### src/rtl/stopwatch_pkg.sv
// Shared constants and helpers for the MM:SS stopwatch: 7-segment glyphs (active low,
// bit order g,f,e,d,c,b,a), BCD digit limits, anode selection and a 00..59 pair increment.
package stopwatch_pkg;

  localparam logic [6:0] SEG_0     = 7'b1000000;
  localparam logic [6:0] SEG_1     = 7'b1111001;
  localparam logic [6:0] SEG_2     = 7'b0100100;
  localparam logic [6:0] SEG_3     = 7'b0110000;
  localparam logic [6:0] SEG_4     = 7'b0011001;
  localparam logic [6:0] SEG_5     = 7'b0010010;
  localparam logic [6:0] SEG_6     = 7'b0000010;
  localparam logic [6:0] SEG_7     = 7'b1111000;
  localparam logic [6:0] SEG_8     = 7'b0000000;
  localparam logic [6:0] SEG_9     = 7'b0010000;
  localparam logic [6:0] SEG_BLANK = 7'b1111111;

  localparam logic [3:0] BCD_MAX_ONES = 4'd9;
  localparam logic [3:0] BCD_MAX_TENS = 4'd5;

  localparam logic [3:0] AN_SEL_0 = 4'b1110;
  localparam logic [3:0] AN_SEL_1 = 4'b1101;
  localparam logic [3:0] AN_SEL_2 = 4'b1011;
  localparam logic [3:0] AN_SEL_3 = 4'b0111;

  function automatic logic [6:0] seg_decode(input logic [3:0] digit);
    logic [6:0] glyph;
    case (digit)
      4'd0:    glyph = SEG_0;
      4'd1:    glyph = SEG_1;
      4'd2:    glyph = SEG_2;
      4'd3:    glyph = SEG_3;
      4'd4:    glyph = SEG_4;
      4'd5:    glyph = SEG_5;
      4'd6:    glyph = SEG_6;
      4'd7:    glyph = SEG_7;
      4'd8:    glyph = SEG_8;
      4'd9:    glyph = SEG_9;
      default: glyph = SEG_BLANK;
    endcase
    return glyph;
  endfunction

  function automatic logic [3:0] an_select(input logic [1:0] idx);
    logic [3:0] pattern;
    case (idx)
      2'd0:    pattern = AN_SEL_0;
      2'd1:    pattern = AN_SEL_1;
      2'd2:    pattern = AN_SEL_2;
      default: pattern = AN_SEL_3;
    endcase
    return pattern;
  endfunction

  // Increment a BCD pair in 00..59; returns {carry_out, tens, ones}.
  function automatic logic [8:0] pair_inc(input logic [3:0] tens, input logic [3:0] ones);
    logic [3:0] t_n;
    logic [3:0] o_n;
    logic       carry;
    t_n   = tens;
    o_n   = ones + 4'd1;
    carry = 1'b0;
    if (ones == BCD_MAX_ONES) begin
      o_n = 4'd0;
      if (tens == BCD_MAX_TENS) begin
        t_n   = 4'd0;
        carry = 1'b1;
      end else begin
        t_n = tens + 4'd1;
      end
    end
    return {carry, t_n, o_n};
  endfunction

endpackage

### src/rtl/clock_divider.sv
// Free-running dividers producing single-cycle tick enables (run, adjust, display scan)
// and a blink phase that flips on every blink-divider wrap.
module clock_divider #(
  parameter int unsigned DIV_1HZ   = 100_000_000,
  parameter int unsigned DIV_2HZ   = 50_000_000,
  parameter int unsigned DIV_FAST  = 100_000,
  parameter int unsigned DIV_BLINK = 33_333_333
) (
  input  logic clk_i,
  input  logic rst_i,
  output logic tick_1hz_o,
  output logic tick_2hz_o,
  output logic tick_fast_o,
  output logic blink_o
);

  localparam int unsigned W1 = (DIV_1HZ   > 1) ? $clog2(DIV_1HZ)   : 1;
  localparam int unsigned W2 = (DIV_2HZ   > 1) ? $clog2(DIV_2HZ)   : 1;
  localparam int unsigned WF = (DIV_FAST  > 1) ? $clog2(DIV_FAST)  : 1;
  localparam int unsigned WB = (DIV_BLINK > 1) ? $clog2(DIV_BLINK) : 1;

  logic [W1-1:0] cnt_1hz_q;
  logic [W2-1:0] cnt_2hz_q;
  logic [WF-1:0] cnt_fast_q;
  logic [WB-1:0] cnt_blink_q;
  logic          blink_q;
  logic          tick_blink;

  assign tick_1hz_o  = (cnt_1hz_q   == W1'(DIV_1HZ - 1));
  assign tick_2hz_o  = (cnt_2hz_q   == W2'(DIV_2HZ - 1));
  assign tick_fast_o = (cnt_fast_q  == WF'(DIV_FAST - 1));
  assign tick_blink  = (cnt_blink_q == WB'(DIV_BLINK - 1));
  assign blink_o     = blink_q;

  // Each counter wraps to zero in the cycle its tick is high.
  always_ff @(posedge clk_i or posedge rst_i) begin
    if (rst_i) begin
      cnt_1hz_q   <= '0;
      cnt_2hz_q   <= '0;
      cnt_fast_q  <= '0;
      cnt_blink_q <= '0;
      blink_q     <= 1'b0;
    end else begin
      cnt_1hz_q   <= tick_1hz_o  ? '0 : cnt_1hz_q   + 1'b1;
      cnt_2hz_q   <= tick_2hz_o  ? '0 : cnt_2hz_q   + 1'b1;
      cnt_fast_q  <= tick_fast_o ? '0 : cnt_fast_q  + 1'b1;
      cnt_blink_q <= tick_blink  ? '0 : cnt_blink_q + 1'b1;
      blink_q     <= blink_q ^ tick_blink;
    end
  end

endmodule

### src/rtl/debouncer.sv
// Level debouncer: the output adopts a new level only after STABLE_COUNT consecutive
// samples disagree with the current output.
module debouncer #(
  parameter int unsigned STABLE_COUNT = 1_000_000
) (
  input  logic clk_i,
  input  logic rst_i,
  input  logic in_i,
  output logic out_o
);

  localparam int unsigned CntW = $clog2(STABLE_COUNT + 1);

  logic [CntW-1:0] cnt_q, cnt_d;
  logic            out_q, out_d;

  // Count disagreeing samples; any agreeing sample restarts the count.
  always_comb begin
    cnt_d = '0;
    out_d = out_q;
    if (in_i != out_q) begin
      if (cnt_q == CntW'(STABLE_COUNT - 1)) begin
        out_d = in_i;
      end else begin
        cnt_d = cnt_q + 1'b1;
      end
    end
  end

  // State register.
  always_ff @(posedge clk_i or posedge rst_i) begin
    if (rst_i) begin
      cnt_q <= '0;
      out_q <= 1'b0;
    end else begin
      cnt_q <= cnt_d;
      out_q <= out_d;
    end
  end

  assign out_o = out_q;

endmodule

### src/rtl/stopwatch_top.sv
// MM:SS stopwatch top: debounced controls, tick dividers, BCD time counter with pause and
// manual adjust, and a 4-digit multiplexed 7-segment driver.
// Optional: define STOPWATCH_BLINK_EN to blank the selected pair during adjust while the
// blink phase is low.
module stopwatch_top #(
  parameter int unsigned DIV_1HZ      = 100_000_000,
  parameter int unsigned DIV_2HZ      = 50_000_000,
  parameter int unsigned DIV_FAST     = 100_000,
  parameter int unsigned DIV_BLINK    = 33_333_333,
  parameter int unsigned STABLE_COUNT = 1_000_000
) (
  input  logic       clk_100mhz,
  input  logic       btn_reset_raw,
  input  logic       btn_pause_raw,
  input  logic       sw_adj_raw,
  input  logic       sw_sel_raw,
  output logic [6:0] seg,
  output logic [3:0] an,
  output logic       dp
);
  import stopwatch_pkg::*;

`ifdef STOPWATCH_BLINK_EN
  localparam bit BlinkEn = 1'b1;
`else
  localparam bit BlinkEn = 1'b0;
`endif

  logic       db_rst, db_pause, adj, sel;
  logic       tick_1hz, tick_2hz, tick_fast, blink_phase;
  logic [3:0] mt, mo, st, so;
  logic [3:0] mt_q, mo_q, st_q, so_q, mt_d, mo_d, st_d, so_d;
  logic [8:0] sec_inc, min_inc;
  logic       paused_q, paused_d, pause_prev_q;
  logic [1:0] scan_q;
  logic [3:0] digit;
  logic       blank;

  debouncer #(.STABLE_COUNT(STABLE_COUNT)) u_db_rst (
    .clk_i(clk_100mhz), .rst_i(btn_reset_raw), .in_i(btn_reset_raw), .out_o(db_rst)
  );
  debouncer #(.STABLE_COUNT(STABLE_COUNT)) u_db_pause (
    .clk_i(clk_100mhz), .rst_i(btn_reset_raw), .in_i(btn_pause_raw), .out_o(db_pause)
  );
  debouncer #(.STABLE_COUNT(STABLE_COUNT)) u_db_adj (
    .clk_i(clk_100mhz), .rst_i(btn_reset_raw), .in_i(sw_adj_raw), .out_o(adj)
  );
  debouncer #(.STABLE_COUNT(STABLE_COUNT)) u_db_sel (
    .clk_i(clk_100mhz), .rst_i(btn_reset_raw), .in_i(sw_sel_raw), .out_o(sel)
  );

  clock_divider #(
    .DIV_1HZ(DIV_1HZ), .DIV_2HZ(DIV_2HZ), .DIV_FAST(DIV_FAST), .DIV_BLINK(DIV_BLINK)
  ) u_div (
    .clk_i(clk_100mhz), .rst_i(btn_reset_raw), .tick_1hz_o(tick_1hz), .tick_2hz_o(tick_2hz),
    .tick_fast_o(tick_fast), .blink_o(blink_phase)
  );

  assign sec_inc = pair_inc(st_q, so_q);
  assign min_inc = pair_inc(mt_q, mo_q);
  assign paused_d = paused_q ^ (db_pause & ~pause_prev_q);

  // Next time value: debounced reset, then adjust (2 Hz, no carry), then run (1 Hz).
  always_comb begin
    {mt_d, mo_d, st_d, so_d} = {mt_q, mo_q, st_q, so_q};
    if (db_rst) begin
      {mt_d, mo_d, st_d, so_d} = '0;
    end else if (adj) begin
      if (tick_2hz) begin
        if (sel) begin
          {st_d, so_d} = sec_inc[7:0];
        end else begin
          {mt_d, mo_d} = min_inc[7:0];
        end
      end
    end else if (!paused_q && tick_1hz) begin
      {st_d, so_d} = sec_inc[7:0];
      if (sec_inc[8]) begin
        {mt_d, mo_d} = min_inc[7:0];
      end
    end
  end

  // Time digits, pause state and scan index.
  always_ff @(posedge clk_100mhz or posedge btn_reset_raw) begin
    if (btn_reset_raw) begin
      {mt_q, mo_q, st_q, so_q} <= '0;
      paused_q                 <= 1'b0;
      pause_prev_q             <= 1'b0;
      scan_q                   <= 2'd0;
    end else begin
      {mt_q, mo_q, st_q, so_q} <= {mt_d, mo_d, st_d, so_d};
      paused_q                 <= paused_d;
      pause_prev_q             <= db_pause;
      scan_q                   <= tick_fast ? scan_q + 2'd1 : scan_q;
    end
  end

  assign mt = mt_q;
  assign mo = mo_q;
  assign st = st_q;
  assign so = so_q;

  // Display mux; scan index 0/1 is the seconds pair, 2/3 the minutes pair.
  always_comb begin
    case (scan_q)
      2'd0:    digit = so;
      2'd1:    digit = st;
      2'd2:    digit = mo;
      default: digit = mt;
    endcase
    blank = BlinkEn && adj && !blink_phase && (sel ? !scan_q[1] : scan_q[1]);
    seg   = blank ? SEG_BLANK : seg_decode(digit);
    an    = an_select(scan_q);
    dp    = 1'b1;
  end

endmodule

### config.mk
export PLATFORM = sky130hd
export DESIGN_NAME = stopwatch_top
export DESIGN_NICKNAME = d
export VERILOG_FILES = /design/src/rtl/stopwatch_pkg.sv /design/src/rtl/clock_divider.sv /design/src/rtl/debouncer.sv /design/src/rtl/stopwatch_top.sv
export SDC_FILE = /design/constraint.sdc
export NUM_CORES = 1
export LEC_CHECK = 0
export BUFFER_PORTS_ARGS = -buffer_cell sky130_fd_sc_hd__buf_4
export CAP_MARGIN = 20
export CORE_MARGIN = 2
export CORE_UTILIZATION = 35
export DETAILED_ROUTE_END_ITERATION = 10
export HOLD_SLACK_MARGIN = 0.15
export SYNTH_ARGS = -nofsm -noshare
export SYNTH_HDL_FRONTEND = slang
export SYNTH_SLANG_ARGS = --single-unit
### constraint.sdc
create_clock -name clk_100mhz -period 8.34 [get_ports clk_100mhz]
set_input_delay 1.668 -clock clk_100mhz [delete_from_list [all_inputs] [get_ports clk_100mhz]]
set_output_delay 1.668 -clock clk_100mhz [all_outputs]
set_load 0.01 [all_outputs]
; Yosys cells after proc, flatten, opt, wreduce, memory -nomap -nowiden
; Memories as Yosys holds them, arrays and structs flattened.
; Index checks and enable logic that the tools add are counted.
[totals]
mem_count = 1
mem_bits_rw = 0
output_inout_bits = 12
latch_bits = 0
wordCells = 108
register_bits = 174
inputBits = 5
romBits = 112
[op_classes]
n_addsub = 12
n_mul = 0
n_eq_ne = 20
mux = 43
magnitude_cmp = 0
n_div = 0
n_reduce_logical = 11
bitwise_logic = 3
shift = 0
[mem_list]
columns = name, words, width, rd, rd_clocked_by_memory_dff, wr, line
row1 = (no name shown), 16, 7, 1, 0, 0, stopwatch_pkg.sv:27  ; case (digit)
[op_table]
columns = operator, count
row1 = $mux 20, 8
row2 = $mux 4, 28
row3 = $add 20x1->20 const B, 4
row4 = $eq 20x20->1 const B, 4
row5 = $add 27x1->27 const B, 1
row6 = $eq 27x27->1 const B, 1
row7 = $mux 27, 1
row8 = $add 26x1->26 const B, 1
row9 = $eq 26x26->1 const B, 1
row10 = $mux 26, 1
row11 = $pmux 4 s3, 2
row12 = $add 17x1->17 const B, 1
row13 = $eq 17x17->1 const B, 1
row14 = $mux 17, 1
row15 = $add 4x1->4 const B, 4
row16 = $eq 4x3->1 const B, 2
row17 = $eq 4x4->1 const B, 2
row18 = $reduce_and 2->1, 4
row19 = $ne 3x2->1 const B, 2
row20 = $reduce_bool 3->1, 2
row21 = $ne 1x1->1, 4
row22 = $reduce_and 4->1, 1
row23 = $ne 3x3->1 const B, 1
row24 = $reduce_and 3->1, 1
row25 = other kinds (10), 11

; Logic depth before layout (Yosys ltp)
; Gate-level depths: netlist (run 1).
[logic_depth]
ltp_word = 7
depth_mapped = 9
ltp_nobuf = 9

; By module
; Synthesis (run 1) repeated with hierarchy kept, for this count alone.
[hier_totals]
hier_cells = 1070
hier_area_um2 = 10595.2
[by_module_without_submodules]
columns = module, seq_area_each_um2, cells_each, area_each_um2, instances
row1 = clock_divider, 2402.3, 483, 4800.9, 1
row2 = debouncer, 525.5, 105, 1068.5, 4
row3 = stopwatch_top, 500.5, 167, 1520.2, 1

; Worst setup path after synthesis (run 1)
; OpenSTA, ideal clock, no wires.
[synth_path]
kind = register to output
startpoint = reg scan_q[0]
endpoint = out seg[1]
path_buffers = 0
arrival_ps = 1960
path_stages_with_launch = 9
required_ps = 6672
slack_ps = 4712
path_cell_list = dfrtp_1 -> inv_1 -> ha_1 -> a222oi_1 -> nand2_1 -> o21ai_0 -> ha_1 -> nand2b_1 -> a21boi_0
[synth_between]
elab_chain_cells = 3
word_cells_on_any_way = 5
cone_classes = 2 x eq/ne / 1 x mux / 1 x reduce/logical / 1 x memory
[synth_rtl]
columns = item, line
row1 = start: declaration, stopwatch_top.sv:35  ; logic [1:0] scan_q;
row2 = start signal: assignment, stopwatch_top.sv:95  ; scan_q <= tick_fast ? scan_q + 2'd1 : scan_q;
row3 = $eq 2x2->1 (tied with other cells), stopwatch_top.sv:106  ; case (scan_q)
row4 = $pmux 4 s3 (*), stopwatch_top.sv:106
row5 = $mem_v2 16x7 (*), -
row6 = end: declaration, stopwatch_top.sv:17  ; output logic [6:0] seg,
; Every way passes the cells marked *; elsewhere a longest branch is shown, timed or not.

; Worst setup path in the final report (run 1)
[layout_path]
startpoint = reg scan_q[0]
endpoint = out seg[3]
; The elaborated chain is that of the path after synthesis.

==> results of run 1 <==
-- state kept, by name, indices dropped and copies added (netlist names) --
name and cells:
u_db_rst.cnt_q 20, u_db_adj.cnt_q 20, mt 4, u_db_sel.out_o 1, so 4, u_db_sel.cnt_q 20, u_db_pause.out_o 1, u_div.cnt_2hz_q 26
st 4, pause_prev_q 1, u_db_rst.out_o 1, u_div.cnt_1hz_q 27, u_div.cnt_fast_q 17, mo 4, paused_q 1, u_db_pause.cnt_q 20
u_db_adj.out_o 1, scan_q 2
-- cell usage after synthesis, types with 3 or more instances --
cell type / instances / area share
and3_1: 21 / 0.015
inv_1: 29 / 0.012
mux2_1: 5 / 0.0063
nor4b_1: 6 / 0.0059
nand2_1: 61 / 0.026
a21oi_1: 11 / 0.0062
nand2b_1: 8 / 0.0056
xnor2_1: 65 / 0.064
nor2_1: 157 / 0.066
a21oi_2: 3 / 0.0029
nor2b_1: 8 / 0.0056
dfrtp_1: 174 / 0.49
clkbuf_1: 14 / 0.0059
a211o_1: 3 / 0.0029
o21ai_0: 7 / 0.0039
mux2_2: 11 / 0.014
nor4_1: 23 / 0.016
nand3_1: 58 / 0.033
or3_1: 7 / 0.0049
mux2i_1: 6 / 0.0067
nand4_1: 44 / 0.031
a222oi_1: 4 / 0.0045
ha_1: 24 / 0.034
xor2_1: 70 / 0.069
nand3b_1: 7 / 0.0059
nor3b_1: 4 / 0.0034
and4_1: 8 / 0.0079
nor3_1: 23 / 0.013
-- kinds of logic (layout without fill, tap and decap cells) --
logic type,after synthesis,after routing,synth area share
AO/OA/AOI/OAI,46,46,0.0378
XOR/XNOR,135,135,0.133
adder cells (fa/ha/maj),24,24,0.0337
buffers and inverters,49,84,0.0229
flip-flops,174,174,0.489
multiplexers,22,22,0.0270
other,1,1,0.000421
AND/OR/NAND/NOR,454,454,0.257
-- metal layers --
layer  vias up  wire, um
met5         -         0
met4         0       151
met3        10       342
met2        51      7770
met1      3103      8390
li1       3169         -
-- power groups by stage --
stage                     logic (W)  clock network (W)  registers, W
after floorplan           0.0000265                  0      0.000868
after global placement    0.0000363                  0      0.000869
after detailed placement  0.0000366                  0      0.000869
after CTS                 0.0000367           0.000816      0.000853
after global routing      0.0000432           0.000845      0.000854
final                     0.0000362           0.000791      0.000853
-- stage by stage --
step	utilization	cell area, um^2
floorplan	-	8910
global placement	0.374	9400
detailed placement	0.374	9400
CTS	0.398	9990
global route	0.399	10000
finish	0.399	10000
-- area by class of cell --
class / instances / area, um^2
Clock buffer: 17 / 425
Clock inverter: 15 / 164
Fill cell: 2538 / 15100
Inverter: 30 / 118
Multi-Input combinational cell: 682 / 4350
Sequential cell: 174 / 4350
Tap cell: 330 / 413
Timing Repair Buffer: 22 / 185
-- worst max-delay path, stage by stage (launching register included) --
cell and delay (ns):
dfrtp_1 0.37, inv_1 0.09, ha_1 0.26, a222oi_1 0.35, nand2_1 0.09, o21ai_0 0.24, ha_1 0.34, nand2b_1 0.15
o21ai_0 0.09, a21oi_1 0.09, buf_4 0.17
-- final timing paths --
path                                               from                            to  slack (ns)  cells past startpoint
max                               scan_q[0]$_DFFE_PP0N_                        seg[3]        3.99                     10
min                        u_db_pause.out_o$_DFFE_PP0P_        pause_prev_q$_DFF_PP0_        0.47                      0
max reg2reg                u_div.cnt_2hz_q[0]$_DFF_PP0_             st[1]$_DFFE_PP0P_        5.84                      6
min reg2reg                u_db_pause.out_o$_DFFE_PP0P_        pause_prev_q$_DFF_PP0_        0.47                      0
max in group asynchronous                 btn_reset_raw  u_db_adj.cnt_q[12]$_DFF_PP0_        5.58                      4
min in group asynchronous                 btn_reset_raw             mo[3]$_DFFE_PP0P_        1.21                      2
==> metrics.txt, run 1 <==
CTS Root Cell=clkbuf_16; combinational share of power=0.022; Post-synth ARST share=1.00; Ports=17; Max clock buf depth=2; Post-synth EDFFs=0; crit end category=output pin; Via Count=6,333; number of global-route vias before repair=6,260; # DRC=0; register bit total from synthesis=174; Worst Path Required=6.67 ns; P_leak=4.39 nW; initial antenna violation count=0; DP HPWL=11,100 um; fin crit share=0.522; sequential share of the synthesized area=0.489; Syn Area/Cell=9.85 um^2; unrepaired setup endpoints after global routing=no; Worst Tran Pin Value=0.920 ns; HP Class=flop to flop; IO buf count=15; Clock transition at path regs=0.07 ns; Mapped Cells=905; die width=164 um; Worst Skew=0.0127 ns; grt ovf=0; GRT Resource Usage Total=0.135; DIE HEIGHT=164 um; sw power=0.000419 W; status=complete, no violations; fmax=230 MHz; final setup fails=0; YS warnings=0; post-CTS setup buffer count=0; Most used DFF post-synth=dfrtp_1; setup ws final=3.99 ns; hold_buf cts=0; sw frac=0.249; overall die area=26,800 um^2; CTS Sinks=174; max_slew headroom=0.382; Routed Antenna Nets=0; CP Max Fanout=5; final non-filler cell total=1,270; largest net degree at the start of global routing=111; Post-Synthesis Cell Area=8910 um^2; Distinct cells, synth=59; PwrDens=168 nW/um^2; Fin. Hold Viols=0; Site Rows=58; startpoint types=flop; wire length of the first global-routing pass=29,800 um; final WL=16,600 um; DR WL/cell=13.1 um; Area Overhead vs Synth=12.4%; iteration-0 DRC count of the detailed router=371; sequential fraction of design power=0.508; Clk pwr share=0.471; CTS tree=done; met1 usage in global routing=0.182; hold slack=0.472 ns; clock period minus final worst setup slack=4.35 ns; core area=25,100 um^2; GR Layer Usage met3=0.0287; total power after layout=0.00168 W; most frequent cells in the layout=174 x dfrtp_1, 157 x nor2_1, 70 x xor2_1; cts bufs inserted=17; most common cell after layout, fill and taps aside=dfrtp_1; cts repair resizes=0; crit path DAT=2.68 ns; Starting Density=0.355; Final #Nets=956; clock latency on the worst-skew pair=0.43 ns; share of layout cells above drive strength 1=0.0851; kind of critical path=flop to output pin; Max rail drop VDD=0.000116 V; H-tree lvl count=4; maxcap violations=0; Final TNS setup=0 ns; Slew Viols, Final=0; Placed Cells=1,237; internal cell power=0.00126 W; Placer Congestion=0.771; Placement Setup Slack=4.44 ns; Mapped Nets=934; grt peak-use layer=met2; via/cell ratio=4.99; First-pass DRT Iterations=5; GR Util met2=0.220; n_diodes=0
No activity file was read; power rests on OpenSTA's default activity.
==> run 2, diff against run 1 <==
==> constraint.sdc (replaced) <==
create_clock -name clk_100mhz -period 3.85 [get_ports clk_100mhz]
set_input_delay 0.77 -clock clk_100mhz [delete_from_list [all_inputs] [get_ports clk_100mhz]]
set_output_delay 0.77 -clock clk_100mhz [all_outputs]
set_load 0.01 [all_outputs]
==> run 2 against run 1 <==
  * Routed wire length barely moved
  * Global-route usage fell by 0.27 points
  * Power rose by 120%
  * Clock power rose by 120%
  * Final cell count did not move
  * Utilization barely moved
  * Combinational power rose by 120%
  * First-iteration DRC count rose by 10%
  * Worst hold slack got worse by 0.051 ns
  * Via count fell by 0.57%
  * Sequential power rose by 120%
  * Critical endpoint unchanged
==> metrics.txt, run 2 (synthesis gave the netlist of run 1 again) <==
Placer Congestion=0.782 (+1.3%); number of global-route vias before repair=6,118 (-2.3%); Max rail drop VDD=0.000278 V (+140%); Cell Chain, Critical Path=inv_1 > ha_1 > a222oi_1 > nand2_1 > o21ai_0 > ha_1 > nand2b_1 > o21ai_0 > a21oi_1 > buf_4; post-layout instance area=10,000 um^2 (about the same); crit end category=output pin; max reg flops=27 (unchanged); setup ws final=0.374 ns (-3.61 ns); Worst Path Required=3.08 ns (-3.59 ns); final WL=16,600 um (about the same); DR WL/cell=13.1 um (about the same); initial antenna violation count=0 (unchanged); Worst Tran Pin Value=0.910 ns (-0.0105 ns); fin crit share=0.903; core area=25,100 um^2 (unchanged); post-CTS setup buffer count=0 (unchanged); P_leak=4.37 nW (-0.38%); Via Count=6,297 (-0.57%); final core occ=0.398 (about the same); clock latency on the worst-skew pair=0.43 ns (about the same); clock period minus final worst setup slack=3.48 ns; most frequent cells in the layout=174 x dfrtp_1, 157 x nor2_1, 70 x xor2_1; CP Max Fanout=5 (unchanged); Fin. Hold Viols=0 (unchanged); Routed Antenna Nets=0 (unchanged); fmax=288 MHz; cts repair resizes=0 (unchanged); H-tree lvl count=4 (unchanged); DIE HEIGHT=164 um (unchanged); iteration-0 DRC count of the detailed router=408 (+10%); Final TNS setup=0 ns (unchanged); Final #Nets=956 (unchanged); GR Layer Usage met3=0.0241 (-0.00457); DP HPWL=11,300 um (+1.7%); largest net degree at the start of global routing=110 (-0.90%); hold_buf cts=0 (unchanged); final setup fails=0 (unchanged); largest register by flop count=u_div.cnt_1hz_q; wire length of the first global-routing pass=29,100 um (-2.2%); reg2reg path depth=6 (unchanged); Starting Density=0.355 (unchanged); HP Class=input port to async pin; status=complete, no violations; Slew Viols, Final=0 (unchanged); Clk pwr share=0.470 (about the same); placed cell areas=9420 um^2 (+0.20%); grt ovf=0 (unchanged); Ports=17 (unchanged); Max stage delay on crit path=0.38 ns (about the same); CTS Sinks=174 (unchanged); CTS Root Cell=clkbuf_16; GRT Resource Usage Total=0.132 (-0.00272); IO buf count=15 (unchanged); unrepaired setup endpoints after global routing=no; most common cell after layout, fill and taps aside=dfrtp_1; Site Rows=58 (unchanged); die width=164 um (unchanged); sequential fraction of design power=0.508 (about the same); n_diodes=0 (unchanged); CP max-delay cell=dfrtp_1; CTS tree=done; kind of critical path=flop to output pin; GR Util met2=0.209 (-0.0115); First-pass DRT Iterations=5 (unchanged); combinational share of power=0.021 (about the same); Worst Skew=0.0133 ns (+0.000597 ns); max_slew headroom=0.389 (+0.00704); # DRC=0 (unchanged); Max clock buf depth=2 (unchanged); internal cell power=0.00273 W (+120%); via/cell ratio=4.96 (-0.57%); startpoint types=flop; sw power=0.000905 W (+120%); maxcap violations=0 (unchanged); Placement Setup Slack=0.863 ns (-3.58 ns); cts bufs inserted=17 (unchanged); biggest regs=u_div.cnt_1hz_q (27), u_div.cnt_2hz_q (26); sw frac=0.249 (about the same); overall die area=26,800 um^2 (unchanged); met1 usage in global routing=0.185 (+0.00302); Clock transition at path regs=0.08 ns (about the same); Area Overhead vs Synth=12.3% (about the same); share of layout cells above drive strength 1=0.0851 (unchanged); total power after layout=0.00363 W (+120%); crit path DAT=2.71 ns (+0.03 ns); PwrDens=363 nW/um^2 (+120%); grt peak-use layer=met2
-- run 2: metal layers --
layer	up-vias	part of all wire	wire, um
li1	3176	-	-
met1	3045	0.50	8330
met2	60	0.47	7740
met3	16	0.021	349
met4	0	0.013	211
met5	-	0	0
-- run 2: through the flow --
stage | hold slack [ns] | std cells
floorplan | 0.408 | 905
global placement | 0.428 | 1238
detailed placement | 0.430 | 1238
CTS | 0.420 | 1270
global route | 0.453 | 1270
finish | 0.421 | 1270
-- run 2: critical path, delay by kind of cell (launching register included) --
kind            cells  cell delay, ns
compound gates      4            0.80
fa+ha+maj           2            0.59
flops               1            0.38
buf+inv             2            0.26
simple gates        2            0.24
-- run 2: worst paths after layout --
path	slack [ns]	end	startpoint
setup / recovery	0.37	seg[3]	scan_q[0]$_DFFE_PP0N_
min in group clk_100mhz	0.44	pause_prev_q$_DFF_PP0_	u_db_pause.out_o$_DFFE_PP0P_
hold / removal	0.42	u_db_rst.cnt_q[3]$_DFF_PP0_	btn_reset_raw
setup reg to reg	1.38	mt[0]$_DFFE_PP0P_	u_div.cnt_1hz_q[0]$_DFF_PP0_
max in group asynchronous	2.46	u_db_sel.cnt_q[6]$_DFF_PP0_	btn_reset_raw
hold reg to reg	0.44	pause_prev_q$_DFF_PP0_	u_db_pause.out_o$_DFFE_PP0P_
-- run 2: power groups by stage --
stage / sequential (W) / clock, W / combinational, W
5_1_grt: 0.00185 / 0.00184 / 0.0000934
6_report: 0.00185 / 0.00171 / 0.0000781
4_1_cts: 0.00185 / 0.00176 / 0.0000832
2_1_floorplan: 0.00188 / 0 / 0.0000578
3_5_place_dp: 0.00188 / 0 / 0.0000828
3_3_place_gp: 0.00188 / 0 / 0.0000824
-- run 2: final cells by class --
cell class | instances | area [um^2]
timing repair buffer | 22 | 178
clock buffer | 17 | 425
tap | 330 | 413
sequential | 174 | 4350
fill | 2504 | 15100
multi-input combinational | 682 | 4350
clock inverter | 15 | 164
inverter | 30 | 116
==> run 3, diff against run 2 <==
--- a/config.mk
+++ b/config.mk
@@ -13,4 +13,5 @@
 export HOLD_SLACK_MARGIN = 0.15
 export SYNTH_ARGS = -nofsm -noshare
 export SYNTH_HDL_FRONTEND = slang
+export SYNTH_HIERARCHICAL = 1
 export SYNTH_SLANG_ARGS = --single-unit
==> run 3 against run 2 <==
  * Clock power grew 5%
  * Routed wire length grew 8.7%
  * Via count grew 9.2%
  * Worst hold slack gained 0.047 ns
  * First-iteration DRC count shrank 20%
  * Critical path type unchanged
  * Count of clock-buffer cells in the layout grew 1
  * Largest cell class is now multi-input gates
  * Power grew 11%
  * Sequential power grew 6%
==> metrics.txt, run 3 <==
status=complete, no violations; post-CTS setup buffer count=0 (unchanged); cts repair resizes=0 (unchanged); crit path DAT=2.55 ns (-0.16 ns); final WL=18,100 um (+8.7%); Worst Tran Pin Value=1.05 ns (+0.142 ns); CTS tree=done; Clk pwr share=0.443 (-0.027); Storage cell area=4350 um^2 (unchanged); number of global-route vias before repair=6,521 (+6.6%); Post-Synthesis Cell Area=9220 um^2 (+3.4%); Fin. Hold Viols=0 (unchanged); # DRC=0 (unchanged); Mapped Nets=961 (+2.9%); sw power=0.00103 W (+14%); crit end category=output pin; DIE HEIGHT=166 um (+1.7%); H-tree lvl count=4 (unchanged); initial antenna violation count=0 (unchanged); unrepaired setup endpoints after global routing=no; GR Util met2=0.212 (+0.00349); Routed Antenna Nets=0 (unchanged); Mapped Cells=930 (+2.8%); PwrDens=392 nW/um^2 (+8.0%); core area=26,000 um^2 (+3.5%); sequential fraction of design power=0.487 (-0.021); overall die area=27,700 um^2 (+3.3%); startpoint types=flop; Slew Viols, Final=0 (unchanged); Site Rows=59 (+1.7%); hold_buf cts=0 (unchanged); max_slew headroom=0.296 (-0.0924); IO buf count=15 (unchanged); internal cell power=0.00300 W (+9.9%); Final TNS setup=0 ns (unchanged); cts bufs inserted=17 (unchanged); iteration-0 DRC count of the detailed router=328 (-20%); Worst Skew=0.0142 ns (+0.000935 ns); wire length of the first global-routing pass=31,700 um (+8.8%); met1 usage in global routing=0.191 (+0.00644); Ports=17 (unchanged); CP Max Fanout=6 (+1); HP Class=flop to flop; First-pass DRT Iterations=5 (unchanged); area occupied by multi-input gates=4640 um^2 (+6.5%); clock period minus final worst setup slack=3.32 ns (-0.154 ns); Syn Area/Cell=9.91 um^2 (+0.65%); combinational share of power=0.070 (+0.049); largest net degree at the start of global routing=32 (-71%); YS warnings=6 (+6); Max clock buf depth=2 (unchanged); Final #Nets=974 (+1.9%); fmax=301 MHz (+4.6%); maxcap violations=0 (unchanged); final setup fails=0 (unchanged); die width=166 um (+1.7%); share of layout cells above drive strength 1=0.0785 (-0.00665); DP HPWL=12,400 um (+10%); Clock transition at path regs=0.07 ns (about the same); biggest regs=u_div/cnt_1hz_q (27), u_div/cnt_2hz_q (26); hold slack=0.468 ns (+0.0472 ns); Area Overhead vs Synth=11.5%; Max rail drop VDD=0.000233 V (-16%); DR WL/cell=14.0 um (+7.0%); sw frac=0.256 (+0.00713); n_diodes=0 (unchanged); most frequent cells in the layout=174 x dfrtp_1, 91 x nor2_1, 68 x nand3_1; Worst Path Required=3.08 ns (about the same); GRT Resource Usage Total=0.136 (+0.00369); GR Layer Usage met3=0.0260 (+0.00185); grt ovf=0 (unchanged); CTS Sinks=174 (unchanged); Via Count=6,875 (+9.2%); P_leak=4.25 nW (-2.9%); fill count=2,571 (+2.7%); via/cell ratio=5.33 (+7.4%); clock latency on the worst-skew pair=0.43 ns (about the same); fin crit share=0.863 (-0.0399); kind of critical path=flop to output pin; Placer Congestion=0.807 (+3.3%); largest register by flop count=u_div/cnt_1hz_q; CTS Root Cell=clkbuf_16; most common cell after layout, fill and taps aside=dfrtp_1; grt peak-use layer=met2; max reg flops=27 (unchanged); Starting Density=0.355 (about the same)
run 3: changes by cell type in the layout (fill, tap and decap cells not counted), moves of 19 or more:
cell / delta
xnor2_1: -22
o31ai_1: +19
and4_1: +19
o21ai_0: +35
nor2_1: -66
or3_1: +25
a21oi_1: +40
run 3: critical path, cell delays in order (launching register included):
cell and delay, ns:
dfrtp_1 0.41, inv_1 0.08, ha_1 0.25, a222oi_1 0.38, a21o_1 0.29, inv_1 0.10
ha_1 0.22, mux2i_1 0.15, a21oi_1 0.09, buf_4 0.17
run 3: per-layer routing:
metal	routed length, um	share of wire
met1	9100	0.50
met2	8380	0.46
met3	406	0.022
met4	194	0.011
met5	0	0
run 3: cell type report:
cell class | count | area share
clock buffers | 18 | 0.0427
clock inverters | 14 | 0.0166
repair buffers | 20 | 0.0150
inverters | 27 | 0.00986
flip-flops and latches | 174 | 0.424
multi-input cells | 703 | 0.451
well taps | 335 | 0.0408
run 3: power by group through the flow:
stage                     Clock, W  Combinational, W  Sequential [W]
after floorplan                  0          0.000215         0.00197
after global placement           0          0.000281         0.00200
after detailed placement         0          0.000285         0.00200
after CTS                  0.00184          0.000287         0.00196
after global routing       0.00191          0.000324         0.00198
final                      0.00179          0.000280         0.00197
run 3: worst paths after layout:
path                                                    from                             to  slack [ns]  depth (start not counted)
worst min-delay path             u_db_sel/cnt_q[0]$_DFF_PP0_    u_db_sel/cnt_q[0]$_DFF_PP0_        0.47                          1
max in group asynchronous                      btn_reset_raw  u_div/cnt_1hz_q[25]$_DFF_PP0_        2.49                          3
min in group asynchronous                      btn_reset_raw  u_div/cnt_2hz_q[25]$_DFF_PP0_        0.51                          2
worst min register to register   u_db_sel/cnt_q[0]$_DFF_PP0_    u_db_sel/cnt_q[0]$_DFF_PP0_        0.47                          1
worst max-delay path                   scan_q[0]$_DFFE_PP0P_                         seg[6]        0.53                          9
worst max register to register  u_div/cnt_1hz_q[0]$_DFF_PP0_              st[1]$_DFFE_PP0P_        1.04                          9
run 3: through the flow:
stage / instance area [um^2] / util / worst slack [ns] / total power, W / instances
2_1_floorplan: 9220 / - / 1.19 / 0.00219 / 930
3_3_place_gp: 9660 / 0.372 / 1.04 / 0.00228 / 1258
3_5_place_dp: 9670 / 0.372 / 0.967 / 0.00228 / 1259
4_1_cts: 10300 / 0.395 / 0.504 / 0.00409 / 1291
5_1_grt: 10300 / 0.395 / 0.318 / 0.00421 / 1291
6_report: 10300 / 0.395 / 0.528 / 0.00403 / 1291
